### src/rtl/gs_host_master.sv
// Z80-side host master for the GS sound card: optional argument write, command write,
// status polling and optional response read. GS_HOST_TIMEOUT_EN enables the poll timeout.
module gs_host_master #(
    parameter int unsigned POLL_GAP      = 16,
    parameter int unsigned TIMEOUT_POLLS = 1024
) (
    input  logic       clk32,
    input  logic       rst,
    input  logic       cmd_valid,
    output logic       cmd_ready,
    input  logic [7:0] cmd_code,
    input  logic [7:0] cmd_arg,
    input  logic       cmd_has_arg,
    input  logic       cmd_rd,
    output logic       io_req,
    output logic       io_wr,
    output logic [7:0] io_addr,
    output logic [7:0] io_wdata,
    input  logic [7:0] io_rdata,
    input  logic       io_ack,
    output logic       done,
    output logic       err,
    output logic [7:0] rsp_byte
);

    if (POLL_GAP < 1 || POLL_GAP > 255) begin : g_bad_poll_gap
        $error("POLL_GAP out of range 1..255");
    end
    if (TIMEOUT_POLLS < 1 || TIMEOUT_POLLS > 65535) begin : g_bad_timeout_polls
        $error("TIMEOUT_POLLS out of range 1..65535");
    end

    typedef enum logic [2:0] {
        StIdle, StWrArg, StWrCmd, StCmdPoll, StRspPoll, StRdRsp, StDone
    } state_e;

    localparam logic [7:0] AddrData = 8'hB3;
    localparam logic [7:0] AddrCmd  = 8'hBB;
    localparam logic [7:0] GapLast  = 8'(POLL_GAP - 1);

    state_e     state_q, state_d;
    logic       ready_q, ready_d;
    logic [7:0] code_q, code_d;
    logic [7:0] arg_q, arg_d;
    logic       rd_q, rd_d;
    logic [7:0] rsp_q, rsp_d;
    logic [7:0] gap_q, gap_d;
    logic       req_q, req_d;
    logic       wr_q, wr_d;
    logic [7:0] addr_q, addr_d;
    logic [7:0] wdata_q, wdata_d;
    logic       poll_ok;
`ifdef GS_HOST_TIMEOUT_EN
    localparam logic [15:0] PollLast = 16'(TIMEOUT_POLLS - 1);
    logic [15:0] poll_q, poll_d;
    logic        err_q, err_d;
`endif

    always_comb begin
        state_d = state_q;
        code_d  = code_q;
        arg_d   = arg_q;
        rd_d    = rd_q;
        rsp_d   = rsp_q;
        gap_d   = gap_q;
        req_d   = req_q;
        wr_d    = wr_q;
        addr_d  = addr_q;
        wdata_d = wdata_q;
        poll_ok = (state_q == StCmdPoll) ? ~io_rdata[0] : io_rdata[7];
`ifdef GS_HOST_TIMEOUT_EN
        poll_d  = poll_q;
        err_d   = err_q;
`endif
        unique case (state_q)
            StIdle: begin
                if (cmd_valid && ready_q) begin
                    code_d  = cmd_code;
                    arg_d   = cmd_arg;
                    rd_d    = cmd_rd;
                    rsp_d   = 8'h00;
`ifdef GS_HOST_TIMEOUT_EN
                    err_d   = 1'b0;
`endif
                    state_d = cmd_has_arg ? StWrArg : StWrCmd;
                end
            end
            StWrArg, StWrCmd: begin
                if (!req_q) begin
                    req_d   = 1'b1;
                    wr_d    = 1'b1;
                    addr_d  = (state_q == StWrArg) ? AddrData : AddrCmd;
                    wdata_d = (state_q == StWrArg) ? arg_q : code_q;
                end else if (io_ack) begin
                    req_d   = 1'b0;
                    gap_d   = 8'd0;
`ifdef GS_HOST_TIMEOUT_EN
                    poll_d  = 16'd0;
`endif
                    state_d = (state_q == StWrArg) ? StWrCmd : StCmdPoll;
                end
            end
            StCmdPoll, StRspPoll: begin
                if (!req_q) begin
                    // Gap counter parks at GapLast while the status read is outstanding.
                    if (gap_q == GapLast) begin
                        req_d   = 1'b1;
                        wr_d    = 1'b0;
                        addr_d  = AddrCmd;
                        wdata_d = 8'h00;
                    end else begin
                        gap_d = gap_q + 8'd1;
                    end
                end else if (io_ack) begin
                    req_d = 1'b0;
                    gap_d = 8'd0;
                    if (poll_ok) begin
`ifdef GS_HOST_TIMEOUT_EN
                        poll_d = 16'd0;
`endif
                        if (state_q == StRspPoll) state_d = StRdRsp;
                        else                      state_d = rd_q ? StRspPoll : StDone;
                    end else begin
`ifdef GS_HOST_TIMEOUT_EN
                        poll_d = poll_q + 16'd1;
                        if (poll_q == PollLast) begin
                            err_d   = 1'b1;
                            rsp_d   = 8'h00;
                            state_d = StDone;
                        end
`endif
                    end
                end
            end
            StRdRsp: begin
                if (!req_q) begin
                    req_d   = 1'b1;
                    wr_d    = 1'b0;
                    addr_d  = AddrData;
                    wdata_d = 8'h00;
                end else if (io_ack) begin
                    req_d   = 1'b0;
                    rsp_d   = io_rdata;
                    state_d = StDone;
                end
            end
            StDone:  state_d = StIdle;
            default: state_d = StIdle;
        endcase
        // Registered so cmd_ready stays low in reset and rises on the first edge after it.
        ready_d = (state_d == StIdle);
    end

    always_ff @(posedge clk32 or posedge rst) begin
        if (rst) begin
            state_q <= StIdle;
            ready_q <= 1'b0;
            code_q  <= 8'h00;
            arg_q   <= 8'h00;
            rd_q    <= 1'b0;
            rsp_q   <= 8'h00;
            gap_q   <= 8'd0;
            req_q   <= 1'b0;
            wr_q    <= 1'b0;
            addr_q  <= 8'h00;
            wdata_q <= 8'h00;
        end else begin
            state_q <= state_d;
            ready_q <= ready_d;
            code_q  <= code_d;
            arg_q   <= arg_d;
            rd_q    <= rd_d;
            rsp_q   <= rsp_d;
            gap_q   <= gap_d;
            req_q   <= req_d;
            wr_q    <= wr_d;
            addr_q  <= addr_d;
            wdata_q <= wdata_d;
        end
    end

`ifdef GS_HOST_TIMEOUT_EN
    always_ff @(posedge clk32 or posedge rst) begin
        if (rst) begin
            poll_q <= 16'd0;
            err_q  <= 1'b0;
        end else begin
            poll_q <= poll_d;
            err_q  <= err_d;
        end
    end
    assign err = err_q;
`else
    assign err = 1'b0;
`endif

    assign cmd_ready = ready_q;
    assign io_req    = req_q;
    assign io_wr     = wr_q;
    assign io_addr   = addr_q;
    assign io_wdata  = wdata_q;
    assign done      = (state_q == StDone);
    assign rsp_byte  = rsp_q;

endmodule

### config.mk
export PLATFORM = sky130hd
export DESIGN_NAME = gs_host_master
export DESIGN_NICKNAME = d
export VERILOG_FILES = /design/src/rtl/gs_host_master.sv
export SDC_FILE = /design/constraint.sdc
export NUM_CORES = 1
export LEC_CHECK = 0
export BUFFER_PORTS_ARGS = -buffer_cell sky130_fd_sc_hd__clkbuf_2
export CAP_MARGIN = 5
export CORE_MARGIN = 2
export CORE_UTILIZATION = 35
export CTS_CLUSTER_SIZE = 24
export DETAILED_ROUTE_END_ITERATION = 10
export GPL_ROUTABILITY_DRIVEN = 0
export PLACE_DENSITY = 0.68
export SLEW_MARGIN = 20
export SYNTH_ARGS = -nofsm -noshare
export SYNTH_HDL_FRONTEND = slang
export SYNTH_SLANG_ARGS = --single-unit
export TNS_END_PERCENT = 30
### constraint.sdc
create_clock -name clk32 -period 1.9 [get_ports clk32]
set_clock_uncertainty 0.15 [all_clocks]
set_input_delay 0.285 -clock clk32 [delete_from_list [all_inputs] [get_ports clk32]]
set_output_delay 0.285 -clock clk32 [all_outputs]
set_load 0.02 [all_outputs]
==> impl_results.md, run 1 <==
- Internal reg-to-reg setup slack: 0.09 ns
- Critical path start-end classification: flip-flop to flip-flop
- Prevailing post-synth register cell: sky130_fd_sc_hd__dfrtp_1
- Root buffer selected by CTS: sky130_fd_sc_hd__clkbuf_8
- Max transition margin: approximately 63%
- Origin of the worst setup path: state_q[1]
- Gate family responsible for the most delay along the worst path: simple AND/OR/NAND/NOR gates
- Wire per inst: 14.4 um
- Core Rows: 30
- Height of the chip: 86.5 um
- Final period util: 95.2%
- Mean cell area of the mapped netlist: 11.3 um2
- Number of warnings printed during yosys synthesis: 0
- Via count: 1896
- Async SR Flop Fraction: between 90% and 100%
- Portion of synthesized cell area occupied by the leading cell type: 51.4%
- Leakage component of the power: 0.00142 uW
- Delay of the slowest cell on the worst path: 0.44 ns
- Layout cells sized above 1: 41.4%
- Fin area: 3050 um2
- Global-route wire length before repair: roughly 8.8 mm
- I/O pin count: a little under 60
- Yosys top cell by area: sky130_fd_sc_hd__dfrtp_1
- Unrepaired setup endpoints after global routing: false
- Result of the run: finished clean
- Number of buffers created by CTS: 5
- End of the worst register-to-register path: gap_q[4]
- Clock-pin slew reported for the worst setup and hold paths after clock tree synthesis: 0.10 ns
- Final-report hold violation count: 0
- Detailed Route WL: 5.26 mm
- Area of placed instances: ~2900 um2
- Cell types occupying the most area after synthesis: sky130_fd_sc_hd__dfrtp_1 (51%), sky130_fd_sc_hd__mux2_2 (8.0%), sky130_fd_sc_hd__a22oi_1 (3.5%)
- Drt first pass iters: 4
- Sink Count: 49
- Startpoint kind of the worst setup timing path: flip-flop
- Placed cell count: 352
- Number of buffers added on ports: 55
- Via count normalized by instance count: 5.19
- CTS H-tree lvls: 2
- DR iter-0 viols: 115
- Non-Filler Instances: 365
- Post-synthesis cell area: 2380 um2
- Die footprint: between 7000 and 8000 um2
- Std-Cell Core Area: ~6700 um2
- Largest net degree at the start of global routing: 50
- Peak supply drop: ~0.00078 V
- Total of flip-flops plus latches after synthesis: 49
- Number of enable flip-flop cells after synthesis: 0
- Clock Tree Buf Depth: 2
- Clock tree from TritonCTS: yes
- Number of maximum-capacitance constraint violations: 0
- Post-route antenna net violation count: 0
- Critical path data required time: 1.94 ns
- Setup TNS after final layout: 0 ns
- Number of distinct library cells after synthesis: 44
- Fillers: 639
- Min-Delay Endpoint: rsp_byte[3]
- Worst-Margin Slew: 0.552 ns
- Kind of end point of the critical path: flip-flop
- Count of buffer and inverter cells on the critical path: 1
- Final critical delay including setup and external delays: about 1.8 ns
- Part of the Yosys area used for sequential elements: 51.4%
- Later-pin clock latency in the skew report: slightly above 0.3 ns
- Antenna violations before repair: 0
- Die outline width: slightly below 90 um
- Endpoint arrival time on the critical path: 1.85 ns
- CP max stage cell: sky130_fd_sc_hd__dfrtp_1
- Reg-to-Reg Start: state_q[1]
- Area growth from synthesis to layout: 27.8%
- Instance count of the mapped netlist: about 210
- Worst hold stages: 2
- Detail Placement HPWL: around 3.8 mm
- Max frequency: 553 MHz
- Gr ovfl total: 0
- Final core utilization: 45.6%
- Remaining DRCs: 0
- Power per cell area: about 1500 nW/um2
- Initial Util: between 30% and 40%
- Final-report setup violation count: 0
- Biggest fanout along the worst timing path: 4
- Slew Viols, Final: 0
- Total routing resource utilization after global routing: ~15%
- Path category of the worst min-delay check: input port to flip-flop
- Number of nets at the end of the flow: 315
- Cell chain of the critical path: buf_6 -> or3b_4 -> and2_4 -> o311ai_0 -> nand2_1
- Vias in the first global route: 1863
- Worst Min Path Start: io_rdata[3]
- Antenna diode instance count: 0
- R2R depth: 5
sequential cells by signal (all words and copies together) (netlist names):
| signal | cells |
|---|---|
| gap_q | 8 |
| rd_q | 1 |
| arg_q | 8 |
| cmd_ready | 1 |
| io_wdata | 8 |
| code_q | 8 |
| io_wr | 1 |
| io_req | 1 |
| rsp_byte | 8 |
| state_q | 3 |
| io_addr | 2 |
cell usage in the layout (no fill, tap or decap), types with 6 or more instances in the layout:
master / count
sky130_fd_sc_hd__clkbuf_2: 54
sky130_fd_sc_hd__dfrtp_1: 49
sky130_fd_sc_hd__mux2_2: 17
sky130_fd_sc_hd__buf_4: 16
sky130_fd_sc_hd__nand2_1: 12
sky130_fd_sc_hd__a22oi_1: 11
sky130_fd_sc_hd__o21ai_0: 9
sky130_fd_sc_hd__a21oi_1: 8
sky130_fd_sc_hd__a22o_1: 8
sky130_fd_sc_hd__inv_1: 7
sky130_fd_sc_hd__nor2_1: 7
sky130_fd_sc_hd__o2bb2ai_1: 7
sky130_fd_sc_hd__nor2b_1: 6
sky130_fd_sc_hd__buf_6: 6
synth_stat cells, types with 3 or more instances:
cell and instances:
sky130_fd_sc_hd__a21oi_1 8, sky130_fd_sc_hd__a22o_1 8, sky130_fd_sc_hd__a22oi_1 11, sky130_fd_sc_hd__a31oi_1 3, sky130_fd_sc_hd__and2_1 4, sky130_fd_sc_hd__buf_4 9, sky130_fd_sc_hd__clkbuf_1 6, sky130_fd_sc_hd__dfrtp_1 49
sky130_fd_sc_hd__inv_1 8, sky130_fd_sc_hd__mux2_2 17, sky130_fd_sc_hd__nand2_1 12, sky130_fd_sc_hd__nand3_1 4, sky130_fd_sc_hd__nand3b_1 4, sky130_fd_sc_hd__nor2_1 7, sky130_fd_sc_hd__nor2b_1 7, sky130_fd_sc_hd__nor3_1 4
sky130_fd_sc_hd__o21ai_0 9, sky130_fd_sc_hd__o2bb2ai_1 8
where the power goes:
group	leakage, uW	switching, uW	internal [uW]
Combinational	0.000760	1100	1090
Sequential	0.000610	282	1450
Clock	0.0000511	392	275
layout make-up:
cell class	count	area [um2]	area share, %
sequential	49	1230	40.2
multi-input combinational	139	1040	34.2
timing repair buffer	81	548	18.0
tap	80	100	3.28
clock buffer	5	68.8	2.26
clock inverter	3	33.8	1.11
inverter	8	30.0	0.985
worst max path at each step:
stage	end	slack [ns]	cells after the start
after detailed placement	io_wdata[5]	0.05	6
after global routing	rsp_byte[7]	0.0009	6
after CTS	done	0.02	5
after global placement	io_wdata[7]	0.07	6
final	gap_q[4]	0.09	5
after floorplan	io_req	0.008	5
kinds of logic (layout without fill, tap and decap cells):
group / Yosys count / count (layout) / share of synthesized area [%]
compound gates: 63 / 63 / 20.3
simple gates: 54 / 54 / 13.2
flops: 49 / 49 / 51.4
buf+inv: 25 / 97 / 5.98
mux: 18 / 18 / 8.45
fa+ha+maj: 1 / 1 / 0.525
other cells: 1 / 3 / 0.157
metrics by stage:
stage | worst slack (ns) | total power (uW) | hold WS, ns
2_1_floorplan | 0.00833 | 3070 | 0.275
3_3_place_gp | 0.0697 | 3730 | 0.179
3_5_place_dp | 0.0499 | 3780 | 0.182
4_1_cts | 0.0201 | 4500 | 0.0272
5_1_grt | 0.000890 | 4950 | 0.0270
6_report | 0.0908 | 4590 | 0.0384
repair_timing:
item,in CTS,in global routing
hold buffers,1,0
gates resized for setup,0,13
hold endpoints to repair,49,0
pin swaps,0,3
setup endpoints to repair,1,14
buffers inserted,2,3
per-layer routing:
| metal | wire [um] | part of all wire, % | global-route usage (%) |
|---|---|---|---|
| met1 | 2410 | 46 | 21.2 |
| met4 | 55 | 1.0 | 4.55 |
| met2 | 2510 | 48 | 22.4 |
| met5 | 0 | 0 | 0 |
| met3 | 284 | 5.4 | 4.10 |
No activity file was read; power rests on OpenSTA's default activity.
==> inputs of run 2 (changes only) <==
Settings changed: PLACE_DENSITY 0.68 to 0.66, SETUP_SLACK_MARGIN set to 0.4.
Clock period 1.9 ns to 2.3 ns, I/O delays scaled along.
==> impl_results.md, run 2 (same netlist as run 1, synthesis figures left out) <==
- Number of buffers added on ports: 55 (unchanged)
- Via count: 1869 (was 1896)
- Root buffer selected by CTS: sky130_fd_sc_hd__clkbuf_8 (unchanged)
- Clock power frac: 14.6% (was 14.5%)
- Total power of the final layout: 3540 uW (was 4590 uW)
- Unrepaired setup endpoints after global routing: true (was false)
- Global-route wire length before repair: 8.51 mm (was 8.84 mm)
- Power per cell area: 1230 nW/um2 (was 1510 nW/um2)
- Die footprint: 7490 um2 (unchanged)
- Max frequency: 528 MHz (was 553 MHz)
- Final-report hold violation count: 0 (unchanged)
- Core Rows: 30 (unchanged)
- Clock-pin slew reported for the worst setup and hold paths after clock tree synthesis: 0.10 ns (about the same)
- Worst-Margin Slew: 0.523 ns (was 0.552 ns)
- Die outline width: 86.5 um (unchanged)
- Std-Cell Core Area: 6680 um2 (unchanged)
- Drt first pass iters: 4 (unchanged)
- Total routing resource utilization after global routing: 14.4% (was 14.9%)
- Kind of end point of the critical path: flip-flop (unchanged)
- Max transition margin: 65.0% (was 63.1%)
- Vias in the first global route: 1789 (was 1863)
- Final critical delay including setup and external delays: 1.89 ns (was 1.81 ns)
- Later-pin clock latency in the skew report: 0.30 ns (was 0.31 ns)
- Path category of the worst min-delay check: input port to flip-flop (unchanged)
- Number of nets at the end of the flow: 306 (was 315)
- Initial Util: 35.7% (unchanged)
- Critical path data required time: 2.38 ns (was 1.94 ns)
- Detail Placement HPWL: 3.80 mm (was 3.79 mm)
- Critical path start-end classification: flip-flop to flip-flop (unchanged)
- Origin of the worst setup path: gap_q[0] (was state_q[1])
- Antenna diode instance count: 0 (unchanged)
- Relative contribution of combinational cells to total power: 44.4% (was 47.7%)
- Startpoint kind of the worst setup timing path: flip-flop (unchanged)
- Wire per inst: 14.4 um (about the same)
- I/O pin count: 59 (unchanged)
- Worst hold stages: 2 (unchanged)
- Final period util: 82.4% (was 95.2%)
- Cell internal power dissipation: 2160 uW (was 2820 uW)
- Reg-to-Reg Start: gap_q[0] (was state_q[1])
- Clock Tree Buf Depth: 2 (unchanged)
- Height of the chip: 86.5 um (unchanged)
- Leading cell types in the layout, fill and taps excluded: sky130_fd_sc_hd__clkbuf_2 (55), sky130_fd_sc_hd__dfrtp_1 (47), sky130_fd_sc_hd__mux2_2 (17), sky130_fd_sc_hd__buf_4 (14), sky130_fd_sc_hd__nand2_1 (12) (was sky130_fd_sc_hd__clkbuf_2 (54), sky130_fd_sc_hd__dfrtp_1 (49), sky130_fd_sc_hd__mux2_2 (17), sky130_fd_sc_hd__buf_4 (16), sky130_fd_sc_hd__nand2_1 (12))
- Layout cells sized above 1: 39.5% (was 41.4%)
- Net load switching power: 1390 uW (was 1780 uW)
- Antenna violations before repair: 0 (unchanged)
- DR iter-0 viols: 92 (was 115)
- Final-report setup violation count: 0 (unchanged)
- Endpoint arrival time on the critical path: 1.98 ns (was 1.85 ns)
- Sink Count: 49 (unchanged)
- Remaining DRCs: 0 (unchanged)
- Leakage component of the power: 0.00134 uW (was 0.00142 uW)
- Slew Viols, Final: 0 (unchanged)
- Commonest non-fill, non-tap cell in the layout: sky130_fd_sc_hd__clkbuf_2 (unchanged)
- Setup TNS after final layout: 0 ns (unchanged)
- Gr ovfl total: 0 (unchanged)
- Fraction of power spent switching nets: 39.1% (was 38.7%)
- Sequential Power Share: 41.0% (was 37.8%)
- Post-route antenna net violation count: 0 (unchanged)
- Number of buffers created by CTS: 5 (unchanged)
- Via count normalized by instance count: 5.25 (was 5.19)
- Biggest fanout along the worst timing path: 4 (unchanged)
- Peak supply drop: 0.000654 V (was 0.000782 V)
- End of the worst register-to-register path: io_wdata[0] (was gap_q[4])
- CTS H-tree lvls: 2 (unchanged)
- Largest net degree at the start of global routing: 20 (was 50)
- Critical path destination: io_wdata[0] (was gap_q[4])
- Number of maximum-capacitance constraint violations: 0 (unchanged)
- Detailed Route WL: 5.14 mm (was 5.26 mm)
- Area growth from synthesis to layout: 21.0% (was 27.8%)
- R2R depth: 6 (was 5)
- Result of the run: finished clean (unchanged)
- Clock tree from TritonCTS: yes (unchanged)
- Internal reg-to-reg setup slack: 0.41 ns (was 0.09 ns)
## run 2: power by group through the flow
stage                     Clock [uW]  Sequential (uW)  Combinational (uW)
final                            519             1450                1570
after global routing             567             1510                1740
after CTS                        534             1460                1520
after detailed placement           0             1470                1490
after global placement             0             1470                1450
after floorplan                    0             1530                1000
## run 2: final cells by class
type	count	area, um2
Clock inverter	2	15.0
Clock buffer	6	72.6
Sequential cell	49	1230
Tap cell	80	100
Fill cell	659	3790
Inverter	8	30.0
Multi-Input combinational cell	139	1030
Timing Repair Buffer	72	407
## run 2: worst min-delay path by stage
stage	start	endpoint
2_1_floorplan	gap_q[6]	gap_q[6]
3_3_place_gp	rst	io_wdata[2]
3_5_place_dp	rst	io_wdata[2]
4_1_cts	io_rdata[3]	rsp_byte[3]
5_1_grt	cmd_arg[0]	arg_q[0]
6_report	io_rdata[3]	rsp_byte[3]
## run 2: metrics by stage
step           hold slack, ns  setup slack (ns)  util (%)  instance area (um2)  instances
5_1_grt                 0.108             0.318      43.2                 2890        356
4_1_cts                 0.109             0.409      42.8                 2860        353
2_1_floorplan           0.319             0.408         -                 2390        213
3_3_place_gp            0.175             0.458      41.1                 2750        343
3_5_place_dp            0.174             0.423      41.1                 2750        343
6_report                0.113             0.405      43.2                 2890        356
## run 2: routing by layer
metal  routed length (um)  share of wire [%]  vias up  track usage [%]
li1                     -                  -      901                -
met1                 2280                 44      925             19.7
met2                 2570                 50       38             22.8
met3                  238                4.6        5             3.14
met4                   55                1.1        0             4.69
met5                    0                  0        -                0
## run 2: repair_timing
action / 4_1_cts / 5_1_grt
pin swaps: 0 / 0
cloned: 0 / 1
buffers inserted: 1 / 2
endpoints found under the hold margin: 14 / 0
resized for setup: 2 / 4
hold buffers: 1 / 0
endpoints found under the setup margin: 1 / 24
## run 2: critical path, stage by stage (launching register included)
cell and delay, ns:
sky130_fd_sc_hd__dfrtp_2 0.41, sky130_fd_sc_hd__ha_1 0.22, sky130_fd_sc_hd__and4b_4 0.20, sky130_fd_sc_hd__and2_4 0.18, sky130_fd_sc_hd__o311ai_4 0.32, sky130_fd_sc_hd__buf_2 0.22, sky130_fd_sc_hd__o2bb2ai_1 0.12
